File: config.mk
export PLATFORM = sky130hd
export DESIGN_NAME = prover_sum_accum_flat
export DESIGN_NICKNAME = d
export VERILOG_FILES = /design/src/rtl/prover_sum_pkg.sv /design/src/rtl/prover_sum_accum_if.sv /design/src/rtl/prover_sum_fifo.sv /design/src/rtl/prover_sum_accum.sv /design/src/flat_wrapper.sv
export SDC_FILE = /design/constraint.sdc
export NUM_CORES = 1
export LEC_CHECK = 0
export ABC_AREA = 1
export CAP_MARGIN = 10
export CORE_ASPECT_RATIO = 1.5
export CORE_MARGIN = 8
export CORE_UTILIZATION = 43
export CTS_BUF_LIST = sky130_fd_sc_hd__clkbuf_2
export CTS_CLUSTER_SIZE = 12
export DETAILED_ROUTE_END_ITERATION = 6
export GPL_ROUTABILITY_DRIVEN = 0
export PLACE_DENSITY = 0.65
export RECOVER_POWER = 25
export SYNTH_ARGS = -nofsm -noshare
export SYNTH_HDL_FRONTEND = slang
export SYNTH_HIERARCHICAL = 1
export SYNTH_SLANG_ARGS = --single-unit
File: constraint.sdc
create_clock -name clk -period 15 [get_ports clk]
set_clock_uncertainty 0.15 [all_clocks]
set_input_delay 3.75 -clock clk [delete_from_list [all_inputs] [get_ports clk]]
set_output_delay 3.75 -clock clk [all_outputs]
set_load 0.02 [all_outputs]
File: src/rtl/prover_sum_pkg.sv
// Shared types and field helpers for the prover sum accumulator.
// Field width/modulus fall back to the 2^61-1 field when no field defines are supplied.
`ifndef F_NBITS
`define F_NBITS 61
`endif
`ifndef F_Q
`define F_Q 61'h1FFFFFFFFFFFFFFF
`endif

package prover_sum_pkg;
    localparam int FW = `F_NBITS;
    localparam logic [FW-1:0] FQ = `F_Q;
    localparam int TAGB = 8;

    typedef enum logic {S_IDLE, S_ACC} state_t;

    typedef struct packed {
        logic [FW-1:0]   sum;
        logic [TAGB-1:0] tag;
    } entry_t;

    // Both operands are below q, so one conditional subtract suffices.
    function automatic logic [FW-1:0] mod_add(input logic [FW-1:0] a, input logic [FW-1:0] b);
        logic [FW:0] s;
        s = {1'b0, a} + {1'b0, b};
        if (s >= {1'b0, FQ}) s = s - {1'b0, FQ};
        return s[FW-1:0];
    endfunction
endpackage

File: src/rtl/prover_sum_accum_if.sv
// Partial-sum input and result output handshake of prover_sum_accum.
interface prover_sum_accum_if
    import prover_sum_pkg::*;
#(parameter int ntagb = 8);
    logic             in_valid;
    logic [FW-1:0]    in;
    logic [ntagb-1:0] in_tag;
    logic             in_ready;
    logic             out_valid;
    logic             out_ready;
    logic [FW-1:0]    out;
    logic [ntagb-1:0] out_tag;
    logic             idle;
    logic             err_ovf;
    logic             err_tag;

    modport master (output in_valid, in, in_tag, out_ready,
                    input  in_ready, out_valid, out, out_tag, idle, err_ovf, err_tag);
    modport slave  (input  in_valid, in, in_tag, out_ready,
                    output in_ready, out_valid, out, out_tag, idle, err_ovf, err_tag);
endinterface

File: src/rtl/prover_sum_fifo.sv
// Result FIFO; a push while full is accepted only when a pop frees the head slot.
module prover_sum_fifo #(
    parameter int nfifo = 4,
    parameter int W     = 8
) (
    input  logic         clk,
    input  logic         rstb,
    input  logic         push,
    input  logic         pop,
    input  logic [W-1:0] wdata,
    output logic [W-1:0] rdata,
    output logic         full,
    output logic         empty
);
    localparam int AW = $clog2(nfifo);

    logic [W-1:0] mem [nfifo];
    logic [AW:0]  wp, rp;
    logic         do_push, do_pop;

    assign empty   = (wp == rp);
    assign full    = (wp[AW] != rp[AW]) && (wp[AW-1:0] == rp[AW-1:0]);
    assign do_pop  = pop & ~empty;
    assign do_push = push & (~full | do_pop);
    // Head is forced to zero when empty so the outputs are defined out of reset.
    assign rdata   = empty ? '0 : mem[rp[AW-1:0]];

    always_ff @(posedge clk) begin
        if (rstb) begin
            wp <= '0;
            rp <= '0;
        end else begin
            if (do_push) wp <= wp + (AW+1)'(1);
            if (do_pop)  rp <= rp + (AW+1)'(1);
        end
    end

    always_ff @(posedge clk) begin
        if (do_push) mem[wp[AW-1:0]] <= wdata;
    end
endmodule

File: src/rtl/prover_sum_accum.sv
// Folds nchunks tagged partial sums mod q into one result and queues it for sumcheck.
// Optional build macro: PROVER_SUM_ACCUM_TAGCHK_EN (tag mismatch restarts the group).
module prover_sum_accum
    import prover_sum_pkg::*;
#(
    parameter int ntagb   = 8,
    parameter int nchunks = 4,
    parameter int nfifo   = 4
) (
    input logic               clk,
    input logic               rstb,
    prover_sum_accum_if.slave bus
);
    localparam int CW = $clog2(nchunks + 1);
    localparam int EW = FW + ntagb;

    state_t           state, state_n;
    logic [FW-1:0]    acc, acc_n, sum_s;
    logic [CW-1:0]    cnt, cnt_n;
    logic [ntagb-1:0] tag_r, tag_n;
    logic             last, tag_mis, push, pop, full, empty;
    logic [EW-1:0]    push_d, head;
    logic             err_ovf_r;

    assign sum_s = mod_add(acc, bus.in);
    assign last  = (cnt == CW'(nchunks - 1));
    assign pop   = ~empty & bus.out_ready;

`ifdef PROVER_SUM_ACCUM_TAGCHK_EN
    logic err_tag_r;
    assign tag_mis     = (state == S_ACC) && bus.in_valid && (bus.in_tag != tag_r);
    assign bus.err_tag = err_tag_r;
    always_ff @(posedge clk) begin
        if (rstb) err_tag_r <= 1'b0;
        else      err_tag_r <= err_tag_r | tag_mis;
    end
`else
    assign tag_mis     = 1'b0;
    assign bus.err_tag = 1'b0;
`endif

    always_ff @(posedge clk) begin
        if (rstb) begin
            state     <= S_IDLE;
            acc       <= '0;
            cnt       <= '0;
            tag_r     <= '0;
            err_ovf_r <= 1'b0;
        end else begin
            state     <= state_n;
            acc       <= acc_n;
            cnt       <= cnt_n;
            tag_r     <= tag_n;
            // Tree has no backpressure: a full FIFO without a pop drops the result.
            err_ovf_r <= err_ovf_r | (push & full & ~pop);
        end
    end

    always_comb begin
        state_n = state;
        acc_n   = acc;
        cnt_n   = cnt;
        tag_n   = tag_r;
        if (bus.in_valid) begin
            case (state)
                S_IDLE: begin
                    if (nchunks > 1) begin
                        acc_n   = bus.in;
                        tag_n   = bus.in_tag;
                        cnt_n   = CW'(1);
                        state_n = S_ACC;
                    end
                end
                S_ACC: begin
                    if (tag_mis) begin
                        acc_n = bus.in;
                        tag_n = bus.in_tag;
                        cnt_n = CW'(1);
                    end else if (last) begin
                        cnt_n   = '0;
                        state_n = S_IDLE;
                    end else begin
                        acc_n = sum_s;
                        cnt_n = cnt + CW'(1);
                    end
                end
                default: state_n = S_IDLE;
            endcase
        end
    end

    always_comb begin
        push   = 1'b0;
        push_d = {sum_s, tag_r};
        if (bus.in_valid) begin
            case (state)
                S_IDLE: begin
                    if (nchunks == 1) begin
                        push   = 1'b1;
                        push_d = {bus.in, bus.in_tag};
                    end
                end
                S_ACC:   push = last & ~tag_mis;
                default: push = 1'b0;
            endcase
        end
    end

    prover_sum_fifo #(.nfifo(nfifo), .W(EW)) u_fifo (
        .clk   (clk),
        .rstb  (rstb),
        .push  (push),
        .pop   (pop),
        .wdata (push_d),
        .rdata (head),
        .full  (full),
        .empty (empty)
    );

    assign bus.in_ready  = ~full;
    assign bus.out_valid = ~empty;
    assign bus.out       = head[EW-1:ntagb];
    assign bus.out_tag   = head[ntagb-1:0];
    assign bus.idle      = (state == S_IDLE) && empty;
    assign bus.err_ovf   = err_ovf_r;
endmodule

File: src/flat_wrapper.sv
// flat-port wrapper written by rule: the top's interface ports become plain ports
module prover_sum_accum_flat import prover_sum_pkg::*;
#(
    parameter int ntagb   = 8,
    parameter int nchunks = 4,
    parameter int nfifo   = 4
)
  (clk, rstb, bus_in_valid, bus_in, bus_in_tag, bus_out_ready, bus_in_ready, bus_out_valid, bus_out, bus_out_tag, bus_idle, bus_err_ovf, bus_err_tag);
  prover_sum_accum_if #(.ntagb(ntagb)) bus_i ();
  input logic clk;
  input logic rstb;
  input wire logic [$bits(bus_i.in_valid)-1:0] bus_in_valid;
  input wire logic [$bits(bus_i.in)-1:0] bus_in;
  input wire logic [$bits(bus_i.in_tag)-1:0] bus_in_tag;
  input wire logic [$bits(bus_i.out_ready)-1:0] bus_out_ready;
  output wire logic [$bits(bus_i.in_ready)-1:0] bus_in_ready;
  output wire logic [$bits(bus_i.out_valid)-1:0] bus_out_valid;
  output wire logic [$bits(bus_i.out)-1:0] bus_out;
  output wire logic [$bits(bus_i.out_tag)-1:0] bus_out_tag;
  output wire logic [$bits(bus_i.idle)-1:0] bus_idle;
  output wire logic [$bits(bus_i.err_ovf)-1:0] bus_err_ovf;
  output wire logic [$bits(bus_i.err_tag)-1:0] bus_err_tag;
  assign bus_i.in_valid = bus_in_valid;
  assign bus_i.in = bus_in;
  assign bus_i.in_tag = bus_in_tag;
  assign bus_i.out_ready = bus_out_ready;
  assign bus_in_ready = bus_i.in_ready;
  assign bus_out_valid = bus_i.out_valid;
  assign bus_out = bus_i.out;
  assign bus_out_tag = bus_i.out_tag;
  assign bus_idle = bus_i.idle;
  assign bus_err_ovf = bus_i.err_ovf;
  assign bus_err_tag = bus_i.err_tag;
  prover_sum_accum #(.ntagb(ntagb), .nchunks(nchunks), .nfifo(nfifo)) u_core (.clk(clk), .rstb(rstb), .bus(bus_i));
endmodule
After elaboration in Yosys (flattened, before gate mapping)
Memory sizes are Yosys's and may differ from the RTL's. A register that Yosys moved wholly into a read port is not among the register bits.
Cells that the tools add are included.

cells by class
  add/subtract/negate cells = 5
  $lt $le $gt $ge = 1
  equal/unequal tests = 5
  muxes and demuxes = 15
  bitwise logic cells = 11
  reductions and logical operators = 4

operators with widths
  cell                                                                      count
  61-bit 2-to-1 mux                                                         2
  61-bit one-hot mux with 2 select lines                                    1
  69-bit 2-to-1 mux                                                         1
  61-bit by 61-bit adder with 62-bit output                                 1
  62-bit by 61-bit >= comparator with 1-bit output (second input constant)  1
  61-bit subtractor (second input constant)                                 1
  3-bit by 1-bit adder with 3-bit output (second input constant)            3
  8-bit 2-to-1 mux                                                          1
  3-bit one-hot mux with 2 select lines                                     1
  1-bit AND                                                                 5
  1-bit 2-to-1 mux                                                          5
  2-bit 2-to-1 mux                                                          2
  1-bit NOT                                                                 4
  2-bit AND reduction                                                       2
  3-bit by 2-bit == test with 1-bit output (second input constant)          1
  3-bit == test                                                             1
  3-bit 2-to-1 mux                                                          1
  2-bit == test                                                             1
  1-bit logical AND                                                         2
  2-bit inequality test (second input constant)                             1
  1-bit OR                                                                  2
  1-bit one-hot mux with 2 select lines                                     1
  1-bit inequality test                                                     1

storage, ports and cells
  bits in registers = 80
  RAM bits = 276
  input bits = 73
  output and inout port bits = 74
  word-level logic and storage cells = 49
  memories kept = 1

memories
  memory             depth  width  read ports  clocked after memory_dff  wr ports  RTL line               text
  u_core.u_fifo.mem  4      69     1           1                         1         prover_sum_fifo.sv:17  logic [W-1:0] mem [nfifo];

Logic depth before layout (Yosys ltp)
  depth after elaboration = 8
  gate-level depth with buffers = 29

Hierarchy
The synthesis kept the hierarchy.

by module, submodules not included
  module            instances  cells an instance  area an instance (um^2)
  prover_sum_accum  1          2,398              11,925.2
  prover_sum_fifo   1          878                11,278.3

Worst setup path after synthesis
OpenSTA, ideal clock, no wires.

  kind = input port to flip-flop
  from = input bus_in_valid
  to = memory u_core/u_fifo/mem[0][0] (netlist name) (enable)
  library setup time = 0.497 ns
  data arrival time = 7.157 ns
  setup slack = 7.196 ns
  stages on the path = 4
  buffers on the path = 0
  cell sequence = nand2_1 nor2_1 nand2_1 nor2_1

between the ends
  cells in the longest elaborated chain, start to end = 4

ends and longest elaborated chain
  item                                    RTL line                text
  start, declared                         flat_wrapper.sv:12      input wire logic [$bits(bus_i.in_valid)-1:0] bus_in_valid;
  1-bit 2-to-1 mux                        prover_sum_accum.sv:95  if (bus.in_valid) begin
  net u_core.push                         prover_sum_accum.sv:21  logic last, tag_mis, push, pop, full, empty;
  1-bit AND                               prover_sum_fifo.sv:24   assign do_push = push & (~full | do_pop);
  1-bit 2-to-1 mux                        prover_sum_fifo.sv:39   if (do_push) mem[wp[AW-1:0]] <= wdata;
  1-bit 2-to-1 mux (implied by the code)  prover_sum_fifo.sv:39
  end, declared                           prover_sum_fifo.sv:17

The timed path passes the listed nets, and every way through them passes these cells.

Final worst setup path
  from = input bus_in_valid
  to = memory u_core/u_fifo/mem[2][45] (netlist name) (enable)

Same word-level chain as after synthesis.

==> results.md <==
Drt:
- In the routed layout, each cell is associated on average with a via count of 5.30.
- In the final routed layout, each cell accounts on average for 18.0 um.
- For this run, design rule violations remaining after detail routing come to 0.
- The first detailed-routing pass took 7 iterations.
- The total detailed-routing wirelength is 75100 um.
- The number of DRC markers after the initial detailed-route iteration is 2053.
- The count of nets left with antenna violations once routing finished came out at 0.
- The detailed router placed 22102 vias in this run.

Die:
- The floorplan step set the die width to 206 um.
- The I/O pin count is 147.
- The chip height is 301 um.
- The floorplan has 104 rows.
- The starting density of the core is 43.4%.
- After floorplanning, the core was sized to cover 53500 um^2.
- The die covers 61800 um^2.

Setup path:
- The worst register-to-register path begins at u_core/u_fifo/wp[1]$_SDFFE_PP0P_.
- The logic depth of the worst register-to-register path is 14.
- STA classifies the critical path endpoint as a register.
- Of all nets on the critical path, the largest fanout is 61.
- Traced cell by cell, the critical path runs through dlygate4sd3_1, nand2_1, nor2_1, nand2_1, nor2_1, clkbuf_1.
- The arrival time at the worst endpoint is 8.98 ns.
- Data on the critical path is required at its endpoint by 15.24 ns.
- STA classifies the critical path startpoint as a primary input.
- The worst-case register-to-register setup slack is 7.98 ns.
- Together, buffers and inverters on the worst path number 2.
- The endpoint identified for the worst register-to-register timing path is u_core/u_fifo/mem[2][45]$_DFFE_PP_.
- In this design, the stage delay of the slowest critical-path cell is 2.91 ns.
- The cell class contributing the biggest share of worst-path delay is buffers and inverters.
- The count of cell instances traversed by the critical path is 6.
- The critical-path cell with the highest stage delay is sky130_fd_sc_hd__clkbuf_1.
- The critical path in this run is classified as primary input to register.

Logic synthesis:
- Counting flops with a built-in enable in the synthesized netlist gives 276.
- Each instance of the synthesized netlist takes up on average 7.08 um^2.
- Synthesis inferred 358 register bits.
- The number of nets in the synthesized netlist is 3418.
- The most frequently used flop master after synthesis is sky130_fd_sc_hd__edfxtp_1.
- Yosys printed 6 warnings.
- After synthesis the cells add up to 23200 um^2.
- The synthesized netlist contains 43 unique library cells.
- The fraction of the yosys area taken by sequential cells is 42.8%.
- By area the synthesized netlist is led by sky130_fd_sc_hd__edfxtp_1 (36%), sky130_fd_sc_hd__nand2_1 (17%), sky130_fd_sc_hd__nor2_1 (7.7%).
- The share of async-settable or async-resettable flops after synthesis is 0%.
- The synthesized design spends more area on one cell type than any other, namely sky130_fd_sc_hd__edfxtp_1.
- The cell count after synthesis is 3276.
- The area share of the leading cell type in the synthesized netlist is 35.7%.

Power and ir drop:
- Across the VDD grid, the largest voltage drop is 0.0387 mV.
- The internal power is 1.60 mW.
- The design draws 2.54 mW.
- Combinational logic burns 29.4% of the power.
- The clock network accounts for 24.8% of the total power.
- The leakage power of the design is 12.0 nW.
- In this run switching power makes up 36.9% of total power.
- The share of total power in sequential cells is 45.8%.
- The power density relative to cell area is 97.9 nW/um^2.
- In this run the power spent charging and discharging nets is 935 uW.

Hold path:
- In this run the worst hold path is classified as register to register.
- Counting instances, the worst hold path has a depth of 2.
- The worst min-delay path endpoint is u_core/cnt[2]$_SDFFE_PP0P_.
- The critical hold path startpoint is u_core/cnt[2]$_SDFFE_PP0P_.

STA:
- Of the available clock period, the critical path in the final layout requires 58.3%.
- Based on the critical path, the design can be clocked at up to 114 MHz.
- Setup repair after global routing left no endpoint under its margin.
- The final count of hold timing violations is 0.
- For the pin with the worst max-slew slack, the measured transition is 4.07 ns.
- Setup violations remaining at the end of the flow were counted as 0.
- The minimum clock period after layout is 8.75 ns.
- The setup TNS after final layout is 0 ns.
- The worst-case headroom to the max-slew limit is -171%.
- The final max-slew violation count is 180.

Clock network:
- The root buffer cell is sky130_fd_sc_hd__clkbuf_2.
- In this run the post-CTS setup repair buffer count came out at 0.
- The number of buffers on the longest clock path is 3.
- The clock sink count is 358.
- At the later pin of the worst-skew pair, clock insertion delay measures 0.98 ns.
- Gates resized during post-CTS repair numbered 0.
- The H-tree depth reported by CTS is 3.
- TritonCTS built the clock tree.
- The register clock-pin slew on the reported worst setup and hold paths is 0.10 ns.
- Hold repair after CTS inserted 0 buffers.
- The number of buffers created by CTS is 82.

Global route:
- The first global-routing pass estimated 114000 um of wire.
- The sum of overflow across all layers after global routing is 0.
- The number of antenna violations at the first check in global routing came to 2.
- The via count of the first global-routing pass came to 20829.
- Global routing used 23.9% of the available tracks.
- Entering global routing, the biggest net connects 79 pins.

Place:
- The total of buffers placed on input and output ports is 145.
- Detailed placement finished with a half-perimeter wire length of 56800 um.

Job:
- The max capacitance violation total is 5.

Cells and area:
- At the end of the flow, the number of nets in the layout was 3559.
- In the layout the commonest cells are sky130_fd_sc_hd__nand2_1 (1035), sky130_fd_sc_hd__nor2_1 (478), sky130_fd_sc_hd__inv_1 (426), sky130_fd_sc_hd__edfxtp_1 (276), sky130_fd_sc_hd__nand3_1 (261).
- The library cell used most frequently in the layout, excluding fill and tap cells, is sky130_fd_sc_hd__nand2_1.
- The share of cells above drive strength 1 is 6.21%.
- The fill cell instance count of the final layout is 5358.
- The area growth from synthesis to layout is 11.6%.

Status:
- The checks that failed: capacitance limit, slew limit.
- The flow ran to the end, but the final reports show violations.
[power by group through the flow]
stage	clock network, mW	registers, mW	logic (mW)
CTS	0.654	1.16	0.725
global placement	0	1.18	0.717
finish	0.629	1.16	0.746
global route	0.696	1.16	0.824
floorplan	0	1.17	0.503
detailed placement	0	1.18	0.723
[through the flow]
step / hold WS, ns / setup WS (ns) / cell area [um^2] / utilization, % / instances
after floorplan: 0.279 / 7.20 / 23200 / - / 3276
after global placement: 0.291 / 5.90 / 25100 / 47.0 / 4021
after detailed placement: 0.295 / 5.86 / 25200 / 47.1 / 4022
after CTS: 0.310 / 6.49 / 25900 / 48.5 / 4169
after global routing: 0.328 / 6.07 / 25900 / 48.4 / 4170
final: 0.308 / 6.25 / 25900 / 48.4 / 4170
[flip-flops by register name, summed over array words and instances (netlist names), named ones only]
signal,flops
u_core/acc,61
u_core/bus.err_ovf,1
u_core/cnt,3
u_core/state,1
u_core/tag_r,8
u_core/u_fifo/mem,276
u_core/u_fifo/rp,3
u_core/u_fifo/wp,3
[worst max path at each step]
stage,start,to,slack [ns]
final,bus_in_valid,u_core/u_fifo/mem[2][45]$_DFFE_PP_,6.25
after global routing,bus_in_valid,u_core/u_fifo/mem[2][45]$_DFFE_PP_,6.07
after CTS,register,bus_out[56],6.49
after detailed placement,bus_in[0],u_core/u_fifo/mem[0][13]$_DFFE_PP_,5.86
after global placement,bus_in[0],u_core/u_fifo/mem[1][13]$_DFFE_PP_,5.90
after floorplan,bus_in_valid,u_core/u_fifo/mem[0][0]$_DFFE_PP_,7.20
[cell type report]
| cell class | count | area, um^2 | area share [%] |
|---|---|---|---|
| well taps | 689 | 862 | 3.33 |
| repair buffers | 161 | 1570 | 6.05 |
| clock buffers | 119 | 596 | 2.30 |
| inverters | 451 | 1700 | 6.54 |
| multi-input cells | 2363 | 11100 | 42.7 |
| clock inverters | 28 | 175 | 0.676 |
| diodes | 1 | 2.50 | 0.00966 |
| flip-flops and latches | 358 | 9940 | 38.4 |
[per-layer routing]
metal	GRT usage (%)	wire length (um)
met5	0	12
met4	12.7	3910
met3	3.22	5440
met2	39.5	35500
met1	29.9	30200
[cell families after synthesis]
kind of cell | Yosys count | share of synthesized area [%]
AOI/OAI and AO/OA | 381 | 9.51
xor gates and xnor gates | 24 | 0.938
adders and majority gates | 69 | 3.75
buffers and inverters | 555 | 9.56
DFF | 358 | 42.8
other | 1 | 0.0162
and+or+nand+nor | 1888 | 33.4
[synthesized netlist by cell type (all sizes together), types with 2 or more instances]
| cell type | count |
|---|---|
| nand2 | 1055 |
| nor2 | 495 |
| inv | 447 |
| edfxtp | 276 |
| nand3 | 268 |
| o21ai | 168 |
| a21oi | 131 |
| dfxtp | 82 |
| o32ai | 69 |
| ha | 68 |
| clkbuf | 53 |
| buf | 51 |
| and2 | 28 |
| nand4 | 22 |
| xor2 | 18 |
| nor3 | 12 |
| nand3b | 6 |
| o21bai | 6 |
| xnor2 | 6 |
| clkinv | 4 |
| a31oi | 2 |
| o31ai | 2 |
[worst register-to-register path, cell delays in order (launching register included)]
cell and delay [ns]:
sky130_fd_sc_hd__dfxtp_1 0.42, sky130_fd_sc_hd__inv_1 0.11, sky130_fd_sc_hd__nand2_1 0.07, sky130_fd_sc_hd__nand2_1 0.09
sky130_fd_sc_hd__nand3_2 0.57, sky130_fd_sc_hd__buf_4 0.53, sky130_fd_sc_hd__inv_1 0.09, sky130_fd_sc_hd__inv_1 0.10
sky130_fd_sc_hd__nand2_1 0.10, sky130_fd_sc_hd__inv_1 0.10, sky130_fd_sc_hd__inv_1 0.05, sky130_fd_sc_hd__nand4_1 0.16
sky130_fd_sc_hd__nand2_1 0.22, sky130_fd_sc_hd__nor2_1 0.78, sky130_fd_sc_hd__clkbuf_1 2.91
Note: power is estimated with default switching activity, not from simulation.
